`src/rtl/maxnet_pkg.sv`:
```
// Shared types and default constants for the MAXNET winner-take-all block.
package maxnet_pkg;

    localparam int DEF_N         = 5;
    localparam int DEF_W         = 8;
    localparam int DEF_EPS_SHIFT = 3;
    localparam int DEF_MAX_ITER  = 63;

    // Neuron 0 sits in the least significant W bits.
    localparam logic [DEF_N*DEF_W-1:0] DEF_INIT = {8'd10, 8'd45, 8'd60, 8'd35, 8'd20};

    typedef enum logic [1:0] {
        S_IDLE,
        S_LOAD,
        S_ITER,
        S_DONE
    } state_t;

endpackage

```
`src/rtl/maxnet_neuron.sv`:
```
// One MAXNET neuron: clamped lateral-inhibition update of a single activation.
// Inhibition is (S - a) >> EPS_SHIFT; the result clamps at zero instead of wrapping.
module maxnet_neuron
    import maxnet_pkg::*;
#(
    parameter int W         = DEF_W,
    parameter int SW        = DEF_W + 3,
    parameter int EPS_SHIFT = DEF_EPS_SHIFT
) (
    input  logic [W-1:0]  a_i,
    input  logic [SW-1:0] sum_i,
    output logic [W-1:0]  a_next_o
);

    logic [SW-1:0] a_ext;
    logic [SW-1:0] others;
    logic [SW-1:0] inhib;
    logic [SW-1:0] diff;

    assign a_ext  = {{(SW-W){1'b0}}, a_i};
    // S always contains a_i, so this never underflows.
    assign others = sum_i - a_ext;
    assign inhib  = others >> EPS_SHIFT;
    assign diff   = a_ext - inhib;
    // Compare first, subtract only when the result stays non-negative.
    assign a_next_o = (inhib >= a_ext) ? '0 : diff[W-1:0];

endmodule

```
`src/rtl/maxnet.sv`:
```
// MAXNET top: run-control FSM, activation registers, sum tree, iteration and
// survivor counters. result is a mask of neurons still nonzero at termination.
//
// state  | meaning
// -------+------------------------------------------------------------
// IDLE   | waiting for start
// LOAD   | copy INIT into activations, clear iteration counter
// ITER   | check termination, else update all neurons in parallel
// DONE   | result valid, done high; start launches a new run
module maxnet
    import maxnet_pkg::*;
#(
    parameter int               N         = DEF_N,
    parameter int               W         = DEF_W,
    parameter int               EPS_SHIFT = DEF_EPS_SHIFT,
    parameter int               MAX_ITER  = DEF_MAX_ITER,
    parameter logic [N*W-1:0]   INIT      = DEF_INIT
) (
    input  logic         clk,
    input  logic         rst,
    input  logic         start,
    output logic         done,
    output logic [N-1:0] result
);

    localparam int SW  = W + 3;
    localparam int CW  = (MAX_ITER < 1) ? 1 : $clog2(MAX_ITER + 1);
    localparam int NZW = $clog2(N + 1);

    state_t          state_q;
    logic            done_q;
    logic [N-1:0]    result_q;
    logic [CW-1:0]   iter_q;
    logic [W-1:0]    a_q [N];
    logic [W-1:0]    a_d [N];

    logic [SW-1:0]   sum;
    logic [N-1:0]    nz_mask;
    logic [NZW-1:0]  nz_cnt;
    logic            terminate;

    // Sum of all activations, wide enough that N values of W bits cannot overflow.
    always_comb begin
        sum = '0;
        for (int i = 0; i < N; i++) begin
            sum = sum + {{(SW-W){1'b0}}, a_q[i]};
        end
    end

    // Survivor mask and population count of nonzero activations.
    always_comb begin
        nz_mask = '0;
        nz_cnt  = '0;
        for (int i = 0; i < N; i++) begin
            nz_mask[i] = |a_q[i];
            nz_cnt     = nz_cnt + {{(NZW-1){1'b0}}, nz_mask[i]};
        end
    end

    assign terminate = (nz_cnt <= NZW'(1)) || (iter_q == CW'(MAX_ITER));

    for (genvar g = 0; g < N; g++) begin : g_neuron
        maxnet_neuron #(
            .W         (W),
            .SW        (SW),
            .EPS_SHIFT (EPS_SHIFT)
        ) u_neuron (
            .a_i      (a_q[g]),
            .sum_i    (sum),
            .a_next_o (a_d[g])
        );
    end

    // Run-control FSM with registered done/result and activation/counter state.
    always_ff @(posedge clk) begin
        if (rst) begin
            state_q  <= S_IDLE;
            done_q   <= 1'b0;
            result_q <= '0;
            iter_q   <= '0;
            for (int i = 0; i < N; i++) begin
                a_q[i] <= '0;
            end
        end else begin
            case (state_q)
                S_IDLE: begin
                    if (start) begin
                        state_q <= S_LOAD;
                    end
                end
                S_LOAD: begin
                    for (int i = 0; i < N; i++) begin
                        a_q[i] <= INIT[i*W +: W];
                    end
                    iter_q  <= '0;
                    state_q <= S_ITER;
                end
                S_ITER: begin
                    if (terminate) begin
                        state_q  <= S_DONE;
                        done_q   <= 1'b1;
                        result_q <= nz_mask;
                    end else begin
                        for (int i = 0; i < N; i++) begin
                            a_q[i] <= a_d[i];
                        end
                        iter_q <= iter_q + CW'(1);
                    end
                end
                S_DONE: begin
                    if (start) begin
                        state_q <= S_LOAD;
                        done_q  <= 1'b0;
                    end
                end
                default: begin
                    state_q <= S_IDLE;
                    done_q  <= 1'b0;
                end
            endcase
        end
    end

    assign done   = done_q;
    assign result = result_q;

endmodule

```
`config.mk`:
```
export PLATFORM = sky130hd
export DESIGN_NAME = maxnet
export DESIGN_NICKNAME = d
export VERILOG_FILES = /design/src/rtl/maxnet_pkg.sv /design/src/rtl/maxnet_neuron.sv /design/src/rtl/maxnet.sv
export SDC_FILE = /design/constraint.sdc
export NUM_CORES = 1
export LEC_CHECK = 0
export ABC_AREA = 1
export ABC_CLOCK_PERIOD_IN_PS = 12700
export CAP_MARGIN = 20
export CORE_MARGIN = 8
export CORE_UTILIZATION = 60
export CTS_CLUSTER_DIAMETER = 40
export DETAILED_ROUTE_END_ITERATION = 10
export PLACE_DENSITY_LB_ADDON = 0.12
export SLEW_MARGIN = 20
export SYNTH_ARGS = -nofsm -noshare
export SYNTH_HDL_FRONTEND = slang
export SYNTH_SLANG_ARGS = --single-unit
```
`constraint.sdc`:
```
create_clock -name clk -period 12.7 [get_ports clk]
set_clock_uncertainty 0.05 [all_clocks]
set_input_delay 1.905 -clock clk [delete_from_list [all_inputs] [get_ports clk]]
set_output_delay 1.905 -clock clk [all_outputs]
set_load 0.05 [all_outputs]
```
==> reports/qor.yml <==
placed_design:
  dpl.hpwl_mm: 12.86
  gp_congestion: 0.9063
  io_buffers: 8
clocking:
  cts_buffers: 5
  post-cts-setup-buffer-count: 0
  hold_buffers: 0
  cts.reportedPaths.clkPinSlew_ns: 0.08
  clock-sinks: 54
  clock_path_buffers: 2
  cts-root-buf: "clkbuf_16"
  cts_tree: "done"
  cts-htree-levels: 2
  worstSkewPairLatency_ns: 0.30
  cts_resized: 0
synth:
  netlist_instances: 949
  yosys_most_used_dff: "edfxtp_1"
  synth_xor_area_frac: 0.07678
  synth_top_area_frac: 0.1726
  netlist_area_sq_um: 6958
  synth_fa_ha_area_frac: 0.2536
  synth_cell_types: 40
  synth_top_family_by_area: "simple AND/OR/NAND/NOR gates"
  muxShareOfSynthArea: 0
  synth_top_cell_by_area: "edfxtp_1"
  synth_compound_area_frac: 0.09675
  synth-edff-count: 40
  synth_area_leaders: "edfxtp_1 17%, ha_1 17%, nand2_1 12%"
  synth.cells.most_frequent: "216 x nand2_1, 176 x inv_1, 93 x ha_1"
  synthSimpleGateAreaFrac: 0.2550
  synth-seq-cells: 54
  ys_seq_area_frac: 0.2129
  synth.most_common_cell: "nand2_1"
  avgSynthCellArea_sq_um: 7.332
  synth_nets: 1075
  yosysWarnings: 0
  async_flop_share: 0
drt:
  final_antenna_net_count: 0
  first_pass_iters: 5
  avgViaCountPerCell: 5.445
  routed_wl_mm: 16.21
  drtIter0Drc: 511
  drc_errors: 0
  post_drt_wl_per_cell_um: 14.74
  via_count: 5989
floorplan:
  design.die.area_sq_um: 15300
  core_region_area_sq_um: 11370
  die_h_um: 123.7
  die_w_um: 123.7
  rows: 39
  ios: 9
  start_util: 0.6120
sta:
  totalNegativeSetupSlack_ns: 0
  setup_viol_count_final: 0
  hold_violations: 0
  post-route-period-util: 0.5060
  tightest_slew_ns: 1.029
  fmax_ghz: 0.1556
  maxSlewHeadroom: 0.3118
  finalCriticalPeriod_ns: 6.426
  maxSlewViolCount: 0
  rsz0062_at_grt: "false"
cells_and_area:
  regArea_sq_um: 1481
  drive_gt1_frac: 0.02821
  multi_input_area_sq_um: 4748
  n_antenna_cell: 0
  nets: 1082
  fillers: 1048
  syn_to_final_growth_pct: 5.233
run_status:
  status: "complete, no violations"
critical_path:
  required_ns: 12.70
  crit_fanout: 5
  critical_path_class: "reg -> reg"
  worst_setup_path_end_kind: "flip-flop"
  start_kind: "flip-flop"
  critPathArrivalTime_ns: 6.42
  path_cells: "inv_1 > fa_1 > fa_1 > fa_1 > inv_1 > ha_1 > fa_1 > nand3_1 > nand2_1 > xor2_1 > ha_1 > a21oi_1 > o21ai_0 > a21oi_1 > nand2_1 > o21bai_1 > nand2_1 > ha_1 > inv_1 > nor3_1 > nand4_1 > and2_1 > nand3b_1 > nand2_1"
  crit_path_max_incr_delay_ns: 0.60
  cp_slowest_cell: "xor2_1"
global_routing:
  grt_max_degree: 41
  grtUsageTotal: 0.2233
  grt_remaining_overflow: 0
  antenna_found_initial: 0
  grt_pass1_vias: 5576
  grt_first_pass_wirelength_mm: 27.09
min_path:
  min_path_type: "reg -> reg"
job:
  max_cap_viol_count: 0
[worst max-delay path: cells and delay by family, from the launching register on]
family,cells,cell delay (ns)
xor gates and xnor gates,1,0.60
buffers and inverters,3,0.21
and+or+nand+nor,9,1.20
AOI/OAI and AO/OA,4,0.68
DFF,1,0.45
adders and majority gates,7,2.97
[area by class of cell]
| class | count | share of cell area |
|---|---|---|
| clock buffer | 5 | 0.01709 |
| tap | 143 | 0.02444 |
| timing repair buffer | 8 | 0.01094 |
| clock inverter | 3 | 0.003930 |
| multi-input combinational | 706 | 0.6485 |
| inverter | 181 | 0.09279 |
| sequential | 54 | 0.2023 |
[cells in the final DEF (no fill, tap or decap), types with 6 or more instances in the layout]
| master | Yosys | layout |
|---|---|---|
| nand2_1 | 216 | 215 |
| xnor2_1 | 24 | 24 |
| ha_1 | 93 | 93 |
| o21ai_0 | 18 | 18 |
| nand3b_1 | 6 | 6 |
| a21oi_1 | 63 | 63 |
| dfxtp_1 | 14 | 14 |
| xor2_1 | 37 | 37 |
| o21ai_1 | 6 | 6 |
| nand4_1 | 33 | 33 |
| inv_1 | 176 | 176 |
| edfxtp_1 | 40 | 40 |
| o21bai_1 | 8 | 8 |
| clkdlybuf4s50_1 | 0 | 8 |
| fa_1 | 30 | 30 |
| nor2_1 | 73 | 73 |
| nand3_1 | 55 | 55 |
[sequential cells by signal, summed over array words and instances, names as in the netlist]
signal,flops
result,5
a_q,40
iter_q,6
done,1
state_q,2
[logic make-up after synthesis]
logic type                 Yosys count
buffers and inverters              189
AOI/OAI and AO/OA                  118
and+or+nand+nor                    404
xor gates and xnor gates            61
adders and majority gates          123
DFF                                 54
[final timing paths]
| check | from | to | slack, ns | depth (start not counted) |
|---|---|---|---|---|
| setup / recovery | a_q[0][1]$_SDFFCE_PP0P_ | a_q[0][27]$_DFFE_PP_ | 6.27 | 24 |
| hold reg to reg | done$_SDFFE_PP0P_ | done$_SDFFE_PP0P_ | 0.42 | 2 |
| setup reg to reg | a_q[0][1]$_SDFFCE_PP0P_ | a_q[0][27]$_DFFE_PP_ | 6.27 | 24 |
| hold / removal | done$_SDFFE_PP0P_ | done$_SDFFE_PP0P_ | 0.42 | 2 |
[routing by layer]
layer,vias to the layer above,track usage,wire length [um]
met4,0,0.04515,138
met1,2733,0.3200,7839
met2,143,0.3587,7405
met3,9,0.02131,828
met5,-,0,0
li1,3104,-,-
[through the flow]
stage | instances | util | worst slack, ns | area [sq um] | hold WS [ns]
after floorplan | 949 | - | 7.109 | 6958 | 0.4003
after global placement | 1092 | 0.6305 | 6.418 | 7168 | 0.4056
after detailed placement | 1092 | 0.6305 | 6.356 | 7168 | 0.4125
after CTS | 1100 | 0.6440 | 6.353 | 7322 | 0.4262
after global routing | 1100 | 0.6440 | 5.792 | 7322 | 0.4457
final | 1100 | 0.6440 | 6.274 | 7322 | 0.4182
Power is left out: the tool's default activity adds up to more than one toggle a clock period on the data nets, which glitch-free logic cannot reach.
==> patch 1, RTL diff (same flow settings) <==
Put one more register stage on the output `done`, cleared by the reset. The value now appears one clock later. The other outputs are not delayed to match. Comments in the files are not updated.
--- a/src/rtl/maxnet.sv
+++ b/src/rtl/maxnet.sv
@@ -123,3 +123,9 @@
 
-    assign done   = done_q;
+    always_ff @(posedge clk) begin
+        if (rst) begin
+            done <= '0;
+        end else begin
+            done <= done_q;
+        end
+    end
     assign result = result_q;
Function: same outputs for any inputs over 10 cycles, from zero or initial values and one cycle with rst high; that may be too few to reach the edited logic, so the function may still have changed.
==> patch 1 against the original RTL <==
- setup slack lost 0.067 ns
- first-iteration DRC count grew 6.8%
- wire length grew 1.9%
- cell area grew 1.1%
- cell count grew 0.18%
- die area grew 1.4%
- sequential cell count grew 1
- non-clock buffer count is the same
- synthesized area grew 1.6%
- critical path depth is the same
- critical path type unchanged
- largest cell class unchanged
- highest routed layer unchanged
Power is left out: the tool's default activity adds up to more than one toggle a clock period on the data nets, which glitch-free logic cannot reach.
==> patch 1: results (changes against the original RTL) <==
* Vias in the first global route at 5720 (was 5576)
* First-pass GRT wire length at 27.6 mm (was 27.1 mm)
* Data buffer area share at 1.08% (was 1.09%)
* Slew HR at 30.5% (was 31.2%)
* Clock buf/inv share at 2.05% (was 2.10%)
* Synth area leaders: edfxtp_1 17%, ha_1 16%, nand2_1 11%, inv_1 9.5%, fa_1 8.5% (was edfxtp_1 17%, ha_1 17%, nand2_1 12%, inv_1 9.5%, fa_1 8.6%)
* Worst hold start: done_q (was done)
* Hold_ws at 0.385 ns (was 0.418 ns)
* WL met3 at 703 um (was 828 um)
* Post-Route WL at 16.5 mm (was 16.2 mm)
* DP Wirelength at 13.2 mm (was 12.9 mm)
* Post-Syn Nets at 1078 (was 1075)
* Multi-In Gates at 709 (was 706)
* Vias per cell at 5.48 (was 5.44)
* Synth cell count leaders: 215 x nand2_1, 179 x inv_1, 93 x ha_1 (was 216 x nand2_1, 176 x inv_1, 93 x ha_1)
* Area of the multi-input gates at 0.00482 mm^2 (was 0.00475 mm^2)
* Outcome: finished, final reports clean (unchanged)
* Met3 GRT Util at 3.02% (was 2.13%)
* Met2 routed WL at 7.46 mm (was 7.41 mm)
* WP data required at 12.72 ns (was 12.70 ns)
* Layout cells sized above 1 at 3.23% (was 2.82%)
* DRT iter0 DRCs at 546 (was 511)
* Num sequential at 55 (was 54)
* Logic inverters at 179 (was 181)
* Register area share after synthesis at 21.2% (was 21.3%)
* CP endpoint: a_q[0][19] (was a_q[0][27])
* Gr usage total at 21.5% (was 22.3%)
* Final Util at 64.5% (was 64.4%)
* WHS Endpoint: done (unchanged)
* Critical path launch point: a_q[0][9] (was a_q[0][1])
## patch 1: cell count changes after synthesis, sizes merged
cell	before	now
inv	181	179
buf	5	7
clkbuf	3	2
o211ai	5	6
a21oi	65	64
nand3b	6	7
nor2	75	77
dfxtp	14	15
## patch 1: stage by stage
| stage | std cells | instance area [um^2] | worst slack [ns] |
|---|---|---|---|
| after detailed placement | 1094 | 7250 | 6.28 |
| after global placement | 1094 | 7250 | 6.56 |
| after floorplan | 952 | 7070 | 7.13 |
| final | 1102 | 7400 | 6.21 |
| after CTS | 1102 | 7400 | 6.26 |
| after global routing | 1102 | 7400 | 5.69 |
## patch 1: logic make-up after synthesis
logic type,synth area share [%]
buffers and inverters,10.6
XOR/XNOR,7.56
adder cells (fa/ha/maj),25.0
flip-flops,21.2
AO/OA/AOI/OAI,9.61
AND/OR/NAND/NOR,26.0
==> patch 2, RTL diff (config.mk and constraints unchanged) <==
Without the edit above. `DEF_W`: 8 -> 10.
--- a/src/rtl/maxnet_pkg.sv
+++ b/src/rtl/maxnet_pkg.sv
@@ -4,3 +4,3 @@
     localparam int DEF_N         = 5;
-    localparam int DEF_W         = 8;
+    localparam int DEF_W         = 10;
     localparam int DEF_EPS_SHIFT = 3;
Behaviour: no difference found for any inputs over 10 cycles, from zero or initial values and one cycle with rst high; that may be too few to reach the edited logic, so the function may still have changed.
==> patch 2 against the original RTL <==
- utilization grew 0.053 points
- cell count grew 40%
- sequential cell count grew 10
- wire length grew 48%
- non-clock buffer count grew 1
- synthesized area grew 32%
- global-route usage grew 2.5 points
- die area grew 28%
- setup slack lost 0.27 ns
- cell area grew 33%
- critical path type unchanged
Power is not shown: default switching activity piles up to over one toggle a cycle in this logic, so the estimate is an artifact.
==> patch 2: results (changes against the original RTL) <==
* Critical path launch point: a_q[0][13] (was a_q[0][1])
* DP Wirelength at 19.4 mm (was 12.9 mm)
* WL met3 at 1.62 mm (was 828 um)
* Clock Pin Slew Worst Setup and Hold Paths at 0.06 ns (was 0.08 ns)
* Root buf cell: clkbuf_16 (unchanged)
* Hold WC Path Type: reg -> reg (unchanged)
* Vias in the first global route at 8039 (was 5576)
* Worst path slowest cell: xnor2_1 (was xor2_1)
* Biggest register: a_q (unchanged)
* Number of setup buffers added after CTS at 0 (unchanged)
* Synthesis Warnings at 0 (unchanged)
* Post-synth cell types at 35 (was 40)
* Worst Tran Pin Value at 0.993 ns (was 1.03 ns)
* First-pass GRT wire length at 39.4 mm (was 27.1 mm)
* Synth area leaders: edfxtp_1 16%, ha_1 16%, nand2_1 13%, inv_1 9.9%, fa_1 7.8% (was edfxtp_1 17%, ha_1 17%, nand2_1 12%, inv_1 9.5%, fa_1 8.6%)
* Vias at 8589 (was 5989)
* # diodes at 0 (unchanged)
* Layout cells sized above 1 at 2.74% (was 2.82%)
* Outcome: finished, final reports clean (unchanged)
* Met2 routed WL at 10.8 mm (was 7.41 mm)
* CTS Buffer Depth at 2 (unchanged)
* Num CTS Buffers at 9 (was 5)
* Number of synthesized flops with an enable pin at 50 (was 40)
* Antenna violations before repair at 0 (unchanged)
* H-tree depth at 3 (was 2)
* Worst hold start: done (unchanged)
* Register area share after synthesis at 19.4% (was 21.3%)
* DR pass1 iterations at 6 (was 5)
* Placer Congestion at 0.975 (was 0.906)
* FFs w/ async S/R, synth at 0% (unchanged)
* Crit path largest cell delay at 0.78 ns (was 0.60 ns)
* CP max FO at 7 (was 5)
* Largest net degree at the start of global routing at 31 (was 41)
* Top sig layer: met4 (unchanged)
* Post-CTS Resized at 0 (unchanged)
* Max reg flops at 50 (was 40)
* Post-Syn Nets at 1490 (was 1075)
* Clock latency on the worst-skew pair at 0.35 ns (was 0.30 ns)
* Synth cell count leaders: 324 x nand2_1, 242 x inv_1, 154 x nor2_1 (was 216 x nand2_1, 176 x inv_1, 93 x ha_1)
* Metal-1 WL at 11.1 mm (was 7.84 mm)
* Post-Route WL at 24.0 mm (was 16.2 mm)
* Gr usage total at 24.8% (was 22.3%)
* DRT iter0 DRCs at 753 (was 511)
* Port buffer count at 8 (unchanged)
patch 2: cell types whose count changed in the layout (fill, tap and decap cells not counted), moves of 7 or more:
cell and change:
nand2_1 +108, nor2_1 +81, inv_1 +66, nand3_1 +31, a21oi_1 +29, ha_1 +24
o21ai_0 +11, edfxtp_1 +10, xnor2_1 +7
patch 2: kinds of logic (layout without fill, tap and decap cells):
family                   after synthesis  count (layout)  synth area share, %
flip-flops                            64              64                 19.4
AO/OA/AOI/OAI                        159             159                 9.65
buffers and inverters                250             268                 10.6
AND/OR/NAND/NOR                      634             634                 29.5
XOR/XNOR                              74              74                 7.05
adder cells (fa/ha/maj)              153             153                 23.8
patch 2: worst paths after layout:
| check | endpoint | slack [ns] | cells after the start |
|---|---|---|---|
| worst min-delay path | done | 0.42 | 2 |
| worst min register to register | done | 0.42 | 2 |
| worst max-delay path | a_q[0][22] | 6.00 | 30 |
| worst max register to register | a_q[0][22] | 6.00 | 30 |
patch 2: through the flow:
stage	std cells	setup slack [ns]	cell area [um^2]	hold slack [ns]	util, %
2_1_floorplan	1334	6.98	9190	0.412	-
3_3_place_gp	1524	6.25	9450	0.398	62.7
3_5_place_dp	1524	6.12	9450	0.406	62.7
4_1_cts	1540	6.06	9730	0.416	64.5
5_1_grt	1540	5.59	9730	0.450	64.5
6_report	1540	6.00	9730	0.417	64.5
patch 2: worst max-delay path, delay by kind of cell, from the launching register on:
family / cells / cell delay [ns]
buffers and inverters: 6 / 0.46
and+or+nand+nor: 12 / 1.33
xor gates and xnor gates: 2 / 0.96
DFF: 1 / 0.40
adders and majority gates: 6 / 2.64
AOI/OAI and AO/OA: 4 / 0.59
patch 2: routing by layer:
layer	up-vias	GRT usage (%)
met1	3952	33.0
met3	37	4.38
met4	0	7.66
met5	-	0
li1	4327	-
met2	273	40.1
patch 2: layout make-up:
class,count,area [um^2]
Fill cell,1400,5360
Clock inverter,7,46.3
Clock buffer,9,225
Timing Repair Buffer,9,87.6
Sequential cell,64,1780
Inverter,243,912
Tap cell,188,235
Multi-Input combinational cell,1020,6440
